==> config.mk <==
export PLATFORM = sky130hd
export DESIGN_NAME = spi_tgt_regs_flat
export DESIGN_NICKNAME = d
export VERILOG_FILES = /design/src/rtl/spi_tgt_pkg.sv /design/src/rtl/spi_tgt_if.sv /design/src/rtl/spi_tgt_sync.sv /design/src/rtl/spi_tgt_regs.sv /design/src/flat_wrapper.sv
export SDC_FILE = /design/constraint.sdc
export NUM_CORES = 1
export LEC_CHECK = 0
export ABC_CLOCK_PERIOD_IN_PS = 7500
export CAP_MARGIN = 20
export CORE_MARGIN = 4
export CORE_UTILIZATION = 55
export DETAILED_ROUTE_END_ITERATION = 7
export GPL_ROUTABILITY_DRIVEN = 0
export HOLD_SLACK_MARGIN = 0.05
export PLACE_DENSITY_LB_ADDON = 0.2
export SYNTH_ARGS = -nofsm -noshare
export SYNTH_HDL_FRONTEND = slang
export SYNTH_SLANG_ARGS = --single-unit
==> constraint.sdc <==
create_clock -name clk -period 7.5 [get_ports clk]
set_input_delay 1.875 -clock clk [delete_from_list [all_inputs] [get_ports clk]]
set_output_delay 1.875 -clock clk [all_outputs]
set_load 0.1 [all_outputs]
==> src/rtl/spi_tgt_pkg.sv <==
// spi_tgt_pkg -- shared types and constants for the SPI target register block.
//   state_t        : frame FSM states (IDLE, CMD, WR, RD)
//   CMD_RW_BIT     : command byte bit selecting read (1) or write (0)
//   CMD_ADDR_W     : width of the address field in the command byte
//   DEFAULT_NREGS  : default register count
package spi_tgt_pkg;

    typedef enum logic [1:0] {
        IDLE,
        CMD,
        WR,
        RD
    } state_t;

    localparam int CMD_RW_BIT    = 7;
    localparam int CMD_ADDR_W    = 7;
    localparam int DEFAULT_NREGS = 16;

endpackage

==> src/rtl/spi_tgt_if.sv <==
// spi_tgt_if -- SPI mode-0 link between a host (master) and the register target (slave).
//   spi_sclk    : serial clock, driven by the host
//   spi_cs_n    : chip select, active-low, driven by the host
//   spi_mosi    : host -> target data
//   spi_miso    : target -> host data
//   spi_miso_oe : target pad output enable, high while the target owns the frame
interface spi_tgt_if;

    logic spi_sclk;
    logic spi_cs_n;
    logic spi_mosi;
    logic spi_miso;
    logic spi_miso_oe;

    modport master (
        output spi_sclk, spi_cs_n, spi_mosi,
        input  spi_miso, spi_miso_oe
    );

    modport slave (
        input  spi_sclk, spi_cs_n, spi_mosi,
        output spi_miso, spi_miso_oe
    );

endinterface

==> src/rtl/spi_tgt_sync.sv <==
// spi_tgt_sync -- multi-flop synchronizer for one asynchronous input plus edge detect.
//   clk, rst : system clock, asynchronous active-high reset
//   d        : asynchronous input
//   q        : synchronized level
//   rise     : one-cycle pulse when q goes 0 -> 1
//   fall     : one-cycle pulse when q goes 1 -> 0
// Parameters: SYNC = synchronizer depth (>= 2), RST_VAL = value all flops take in reset,
// chosen to match the line's idle level so that reset release creates no false edge.
module spi_tgt_sync #(
    parameter int   SYNC    = 2,
    parameter logic RST_VAL = 1'b0
) (
    input  logic clk,
    input  logic rst,
    input  logic d,
    output logic q,
    output logic rise,
    output logic fall
);

    logic [SYNC-1:0] chain;
    logic            q_d;

    // NOTE: clocked state uses non-blocking assignments so every flop samples the
    // pre-edge value of its neighbour; blocking here would collapse the chain.
    always_ff @(posedge clk or posedge rst) begin
        if (rst) begin
            chain <= {SYNC{RST_VAL}};
            q_d   <= RST_VAL;
        end else begin
            chain <= {chain[SYNC-2:0], d};
            q_d   <= chain[SYNC-1];
        end
    end

    assign q    = chain[SYNC-1];
    assign rise = q & ~q_d;
    assign fall = ~q & q_d;

endmodule

==> src/rtl/spi_tgt_regs.sv <==
// spi_tgt_regs -- SPI mode-0 target exposing NREGS byte registers to an external host.
//   clk, rst   : system clock, asynchronous active-high reset
//   spi        : spi_tgt_if slave modport (sclk/cs_n/mosi oversampled in clk domain)
//   lcl_we     : one-cycle local write strobe
//   lcl_addr   : local write address
//   lcl_wdata  : local write data
//   regs_o     : flat register contents, reg i at [8*i+7:8*i]
//   wr_irq     : only when SPI_TGT_IRQ_EN is defined; one-cycle pulse after a frame
//                that wrote at least one data byte
// Frame: command byte {rw, addr[6:0]} then any number of data bytes, MSB first;
// the address auto-increments after each data byte, modulo NREGS.
module spi_tgt_regs
    import spi_tgt_pkg::*;
#(
    parameter int  NREGS = DEFAULT_NREGS,
    parameter int  SYNC  = 2,
    localparam int AW    = $clog2(NREGS)
) (
    input  logic               clk,
    input  logic               rst,
    spi_tgt_if.slave           spi,
    input  logic               lcl_we,
    input  logic [AW-1:0]      lcl_addr,
    input  logic [7:0]         lcl_wdata,
    output logic [8*NREGS-1:0] regs_o
`ifdef SPI_TGT_IRQ_EN
    ,
    output logic               wr_irq
`endif
);

    logic sclk_lvl, sclk_rise, sclk_fall;
    logic cs_lvl, cs_rise, cs_fall;
    logic mosi_lvl, mosi_rise, mosi_fall;

    spi_tgt_sync #(.SYNC(SYNC), .RST_VAL(1'b0)) u_sync_sclk (
        .clk(clk), .rst(rst), .d(spi.spi_sclk),
        .q(sclk_lvl), .rise(sclk_rise), .fall(sclk_fall)
    );

    spi_tgt_sync #(.SYNC(SYNC), .RST_VAL(1'b1)) u_sync_cs (
        .clk(clk), .rst(rst), .d(spi.spi_cs_n),
        .q(cs_lvl), .rise(cs_rise), .fall(cs_fall)
    );

    spi_tgt_sync #(.SYNC(SYNC), .RST_VAL(1'b0)) u_sync_mosi (
        .clk(clk), .rst(rst), .d(spi.spi_mosi),
        .q(mosi_lvl), .rise(mosi_rise), .fall(mosi_fall)
    );

    logic unused_sync;
    assign unused_sync = ^{sclk_lvl, mosi_rise, mosi_fall};

    // The cs_n synchronizer is preset high, so a CS already low at reset release
    // would surface as a cs_fall. Frames are only accepted once the pipeline has
    // flushed and CS has been seen high.
    localparam int                WARM_W    = $clog2(SYNC + 2);
    localparam logic [WARM_W-1:0] WARM_DONE = WARM_W'(SYNC + 1);

    logic [WARM_W-1:0] warm_cnt;
    logic              cs_armed;

    always_ff @(posedge clk or posedge rst) begin
        if (rst) begin
            warm_cnt <= '0;
            cs_armed <= 1'b0;
        end else if (warm_cnt != WARM_DONE) begin
            warm_cnt <= warm_cnt + 1'b1;
        end else if (cs_lvl) begin
            cs_armed <= 1'b1;
        end
    end

    state_t        state, state_nxt;
    logic [2:0]    bit_cnt;
    logic [6:0]    rx_sr;
    logic [7:0]    rx_byte;
    logic [AW-1:0] addr;
    logic [7:0]    tx_sr;
    logic          byte_done;
    logic          spi_we;
    logic [7:0]    regs [NREGS];

    // Byte being completed by the current rise, including the bit on mosi now.
    assign rx_byte = {rx_sr, mosi_lvl};

    always_ff @(posedge clk or posedge rst) begin
        if (rst) state <= IDLE;
        else     state <= state_nxt;
    end

    // NOTE: every output of this block is given a default first, so no path
    // leaves a signal unassigned and no latch is inferred.
    always_comb begin
        state_nxt = state;
        byte_done = 1'b0;
        spi_we    = 1'b0;
        if (state != IDLE && !cs_rise && sclk_rise && bit_cnt == 3'd7) byte_done = 1'b1;
        if (cs_rise) begin
            state_nxt = IDLE;
        end else begin
            case (state)
                IDLE:    if (cs_fall && cs_armed) state_nxt = CMD;
                CMD:     if (byte_done) state_nxt = rx_byte[CMD_RW_BIT] ? RD : WR;
                WR:      spi_we = byte_done;
                default: ;
            endcase
        end
    end

    always_ff @(posedge clk or posedge rst) begin
        if (rst) begin
            bit_cnt <= '0;
            rx_sr   <= '0;
            addr    <= '0;
            tx_sr   <= '0;
        end else if (state == IDLE) begin
            bit_cnt <= '0;
            tx_sr   <= '0;
        end else if (!cs_rise) begin
            if (sclk_rise) begin
                rx_sr   <= rx_byte[6:0];
                bit_cnt <= bit_cnt + 3'd1;
            end
            if (byte_done) addr <= (state == CMD) ? rx_byte[AW-1:0] : addr + 1'b1;
            // The byte is captured at load time, so later writes cannot disturb it.
            if (state == RD && sclk_fall)
                tx_sr <= (bit_cnt == 3'd0) ? regs[addr] : {tx_sr[6:0], 1'b0};
        end
    end

    // NOTE: the register file is explicitly cleared in reset because software
    // relies on reading zeros from every register after reset.
    always_ff @(posedge clk or posedge rst) begin
        if (rst) begin
            for (int i = 0; i < NREGS; i++) regs[i] <= '0;
        end else begin
            if (lcl_we) regs[lcl_addr] <= lcl_wdata;
            // Later assignment wins, so the SPI write takes priority on a clash.
            if (spi_we) regs[addr] <= rx_byte;
        end
    end

    for (genvar g = 0; g < NREGS; g++) begin : g_flat
        assign regs_o[8*g +: 8] = regs[g];
    end

    assign spi.spi_miso_oe = (state != IDLE);
    assign spi.spi_miso    = (state != IDLE) & tx_sr[7];

`ifdef SPI_TGT_IRQ_EN
    logic frame_wrote;

    always_ff @(posedge clk or posedge rst) begin
        if (rst) begin
            frame_wrote <= 1'b0;
            wr_irq      <= 1'b0;
        end else begin
            wr_irq <= cs_rise & frame_wrote;
            if (cs_rise)     frame_wrote <= 1'b0;
            else if (spi_we) frame_wrote <= 1'b1;
        end
    end
`endif

endmodule

==> src/flat_wrapper.sv <==
// flat-port wrapper written by rule: the top's interface ports become plain ports
module spi_tgt_regs_flat import spi_tgt_pkg::*;
#(
    parameter int  NREGS = DEFAULT_NREGS,
    parameter int  SYNC  = 2,
    localparam int AW    = $clog2(NREGS)
)
  (clk, rst, lcl_we, lcl_addr, lcl_wdata, regs_o, spi_spi_sclk, spi_spi_cs_n, spi_spi_mosi, spi_spi_miso, spi_spi_miso_oe);
  spi_tgt_if spi_i ();
  input  logic clk;
  input  logic rst;
  input  logic lcl_we;
  input  logic [AW-1:0] lcl_addr;
  input  logic [7:0] lcl_wdata;
  output logic [8*NREGS-1:0] regs_o;
  input wire logic [$bits(spi_i.spi_sclk)-1:0] spi_spi_sclk;
  input wire logic [$bits(spi_i.spi_cs_n)-1:0] spi_spi_cs_n;
  input wire logic [$bits(spi_i.spi_mosi)-1:0] spi_spi_mosi;
  output wire logic [$bits(spi_i.spi_miso)-1:0] spi_spi_miso;
  output wire logic [$bits(spi_i.spi_miso_oe)-1:0] spi_spi_miso_oe;
  assign spi_i.spi_sclk = spi_spi_sclk;
  assign spi_i.spi_cs_n = spi_spi_cs_n;
  assign spi_i.spi_mosi = spi_spi_mosi;
  assign spi_spi_miso = spi_i.spi_miso;
  assign spi_spi_miso_oe = spi_i.spi_miso_oe;
  spi_tgt_regs #(.NREGS(NREGS), .SYNC(SYNC)) u_core (.clk(clk), .rst(rst), .spi(spi_i), .lcl_we(lcl_we), .lcl_addr(lcl_addr), .lcl_wdata(lcl_wdata), .regs_o(regs_o));
endmodule
==> out/qor.txt <==
Post-synth EDFFs -> 0
CTS clk-pin slew, worst paths -> 0.06 ns
PwrDens -> 371.3 mW/mm^2
Share of total power in the clock network -> 20.3%
Syn Inst Count -> 668
Post-layout util -> 68.62%
Syn_area_per_cell -> 14.02 um^2
Crit-path max FO -> 8
Startpoint types -> register
Register area share after synthesis -> 43.59%
Clock Tree Buf Depth -> 2
Syn nets -> 694
Num CTS Buffers -> 17
Run status -> finished, final reports clean
Number of synthesized register bits -> 163
Sequential Power Share -> 30.9%
Setup violators final -> 0
Drt total wl -> 26930 um
CP peak stage delay -> 0.97 ns
Crit path kind -> register to output port
Die Wd -> 138.5 um
Final #Nets -> 817
Synth top area cells -> dfrtp_1 43%, mux2_2 31%, mux4_2 7.5%, nand4_4 2.3%, ha_1 1.1%
CTS tree -> done
Worst reg2reg startpoint -> u_core.addr[3]$_DFFE_PP0P_
Peak Freq -> 219.1 MHz
CP most frequent cell -> inv_1
Yosys warns -> 0
Tmin final -> 4.564 ns
Buffers on Ports -> 147
Final worst setup slack -> 2.936 ns
# diodes -> 0
Internal -> 2.172 mW
Clock Sinks -> 163
Dpl hpwl -> 18590 um
Post-CTS setup buffer count -> 0
Final number of max-transition violations -> 0
Leading area contributor after synthesis -> dfrtp_1
Final Hold Vio Count -> 0
DR DRC count -> 0
Worst path slowest cell -> clkdlybuf4s50_1
Place WS -> 3.211 ns
Area share of the largest cell type after synthesis -> 42.75%
Setup Skew -> 0.006765 ns
Synth Area in Compound Gates -> 2.952%
Setup TNS -> 0 ns
Largest net degree at the start of global routing -> 112
Starting DRT DRC Count -> 538
Tcrit/Tclk final -> 60.85%
Final ANT Viol Nets -> 0
Die H -> 138.5 um
Post_cts resized -> 0
R2R Setup Slk -> 4.85 ns
Dpl cell area -> 0.01079 mm^2
Root Buffer -> clkbuf_16
Die area -> 0.01918 mm^2
Final Cell Area -> 0.01142 mm^2
Count of cell types in the netlist -> 61
WL/cell -> 26.35 um
XOR/XNOR Fraction of Synth Area -> 0.1870%
Initial core utilization -> 56.28%
Synth Flop Type -> dfrtp_1
Post-Synth Adder-Cell Area -> 1.069%
Post-synthesis mux area share -> 40.36%
Vias in the first global route -> 6736
Worst-Margin Slew -> 1.081 ns
Cells along the critical path -> nor2_1 -> inv_1 -> nand2_1 -> inv_1 -> clkdlybuf4s50_1
WP data required -> 5.62 ns
Global-route wire length before repair -> 41370 um
Drt via density -> 6.309
H-tree depth -> 4
Worst hold path startpoint -> u_core.u_sync_mosi.chain[0]$_DFF_PP0_
Tot GR Track Use -> 28.29%
Combinational power share -> 48.8%
Async SR Flop Fraction -> 100.0%
Leak -> 4.696 nW
Detailed Routing Iterations Pass 1 -> 5
Area growth, synth to finish -> 21.92%
Synth Area in Simple Gates -> 7.654%
Fraction of layout cells with a size suffix above 1 -> 45.39%
HP Class -> register to register
Critical Path Source -> u_core.state[0]$_DFFE_PP0P_
Clock Latency Late Sink -> 0.43 ns
Total congestion overflow -> 0
Antenna violations before repair -> 0
Max Cap Viol -> 0
Sw Share -> 48.78%
Largest family of logic cells by synthesized area -> multiplexers
# IOs -> 148
RSZ-0062 raised after global routing -> false
Core area -> 0.01664 mm^2
Crit path DAT -> 2.69 ns
Worst setup EP type -> output port
Row cnt -> 47
Maximum VDD drop -> 0.2553 mV
Netlist Area Pre-Place -> 0.009366 mm^2
Vias -> 6448
# hold bufs at CTS -> 0
Slew margin rel. -> 27.65%
P_sw -> 2.068 mW
-- metal layers --
metal	GRT usage (%)	share of wire, %	up-vias
met3	6.285	7.3	58
met1	37.89	41	3338
met2	46.22	49	299
li1	-	-	2753
met4	9.152	2.6	0
met5	0	0	-
-- worst max-delay path: cells and delay by family, from the launching register on --
family                 cells  cell delay (ns)
and+or+nand+nor            2             0.56
DFF                        1             0.48
buffers and inverters      3             1.21
-- synthesized netlist by cell type, types with 7 or more instances --
library cell  count
dfrtp_1         160
o21ai_0           7
inv_1             8
mux2_2          262
nor2_1           21
ha_1              8
a21oi_1          10
nand4_4          10
clkbuf_1         19
nand2_1          11
buf_2            10
nand3_1           7
mux4_2           31
-- cells in the final DEF, fill, tap and decap left out, types with 2 or more instances in the layout --
master	netlist	routed
buf_4	0	5
clkinv_2	0	3
a221o_1	3	3
clkbuf_1	19	4
bufinv_16	0	2
nor3_1	2	2
a22o_1	3	3
nor2b_1	4	4
mux2i_1	6	6
nand4_4	10	10
nand3_1	7	7
clkdlybuf4s50_1	0	147
a31oi_1	3	3
nand2b_1	5	5
nand3b_1	4	4
o21ai_0	7	7
nand4_2	2	2
mux4_2	31	31
nand2_1	11	11
mux2_4	4	4
nor2_1	21	21
and3_1	2	2
buf_16	0	2
nor2_2	4	4
o31ai_1	3	3
or3_1	3	3
clkbuf_16	0	17
a21oi_1	10	10
mux2_2	262	262
xnor2_1	2	2
inv_1	8	7
and4_2	4	4
dfstp_2	3	3
dfrtp_1	160	159
clkbuf_8	3	4
a221oi_1	3	3
ha_1	8	8
a22oi_1	2	2
-- power by group through the flow --
stage / combinational, mW / clock (mW) / sequential (mW)
2_1_floorplan: 0.499 / 0 / 2.38
3_3_place_gp: 2.04 / 0 / 1.30
3_5_place_dp: 2.06 / 0 / 1.32
4_1_cts: 2.07 / 0.869 / 1.30
5_1_grt: 2.12 / 0.901 / 1.34
6_report: 2.07 / 0.862 / 1.31
-- kinds of logic (layout without fill, tap and decap cells) --
family | after synthesis | in the layout
xor+xnor | 2 | 2
mux | 304 | 304
simple gates | 92 | 92
fa+ha+maj | 8 | 8
flops | 163 | 163
buf+inv | 58 | 192
compound gates | 41 | 41
-- registers in the layout (all words and copies together), names as in the netlist, 2 cells and up --
register	flops
u_core.u_sync_cs.chain	2
u_core.u_sync_sclk.chain	2
u_core.bit_cnt	3
u_core.rx_sr	7
u_core.state	2
u_core.u_sync_mosi.chain	2
u_core.tx_sr	8
u_core.regs_o	128
u_core.addr	4
u_core.warm_cnt	2
-- path summary, 6_finish.rpt --
check                                                   endpoint  cells after the start
max                                                 spi_spi_miso                      5
min                        u_core.u_sync_mosi.chain[1]$_DFF_PP0_                      0
max reg2reg                          u_core.regs_o[86]$_DFF_PP0_                      3
min reg2reg                u_core.u_sync_mosi.chain[1]$_DFF_PP0_                      0
max in group asynchronous            u_core.regs_o[55]$_DFF_PP0_                      4
min in group asynchronous  u_core.u_sync_mosi.chain[0]$_DFF_PP0_                      2
-- area by class of cell --
cell class / count / area (um^2)
timing repair buffer: 154 / 1564
sequential: 163 / 4084
clock buffer: 25 / 495.5
fill: 1148 / 5223
tap: 220 / 275.3
inverter: 8 / 35.03
multi-input combinational: 447 / 4891
clock inverter: 5 / 75.07
-- metrics by stage --
| stage | cells | power [mW] | hold slack (ns) |
|---|---|---|---|
| after floorplan | 668 | 2.875 | 0.3312 |
| after global placement | 990 | 3.337 | 0.3339 |
| after detailed placement | 990 | 3.382 | 0.3402 |
| after CTS | 1020 | 4.243 | 0.3538 |
| after global routing | 1022 | 4.361 | 0.3625 |
| final | 1022 | 4.240 | 0.3501 |
Power figures use the tool's default switching activity.
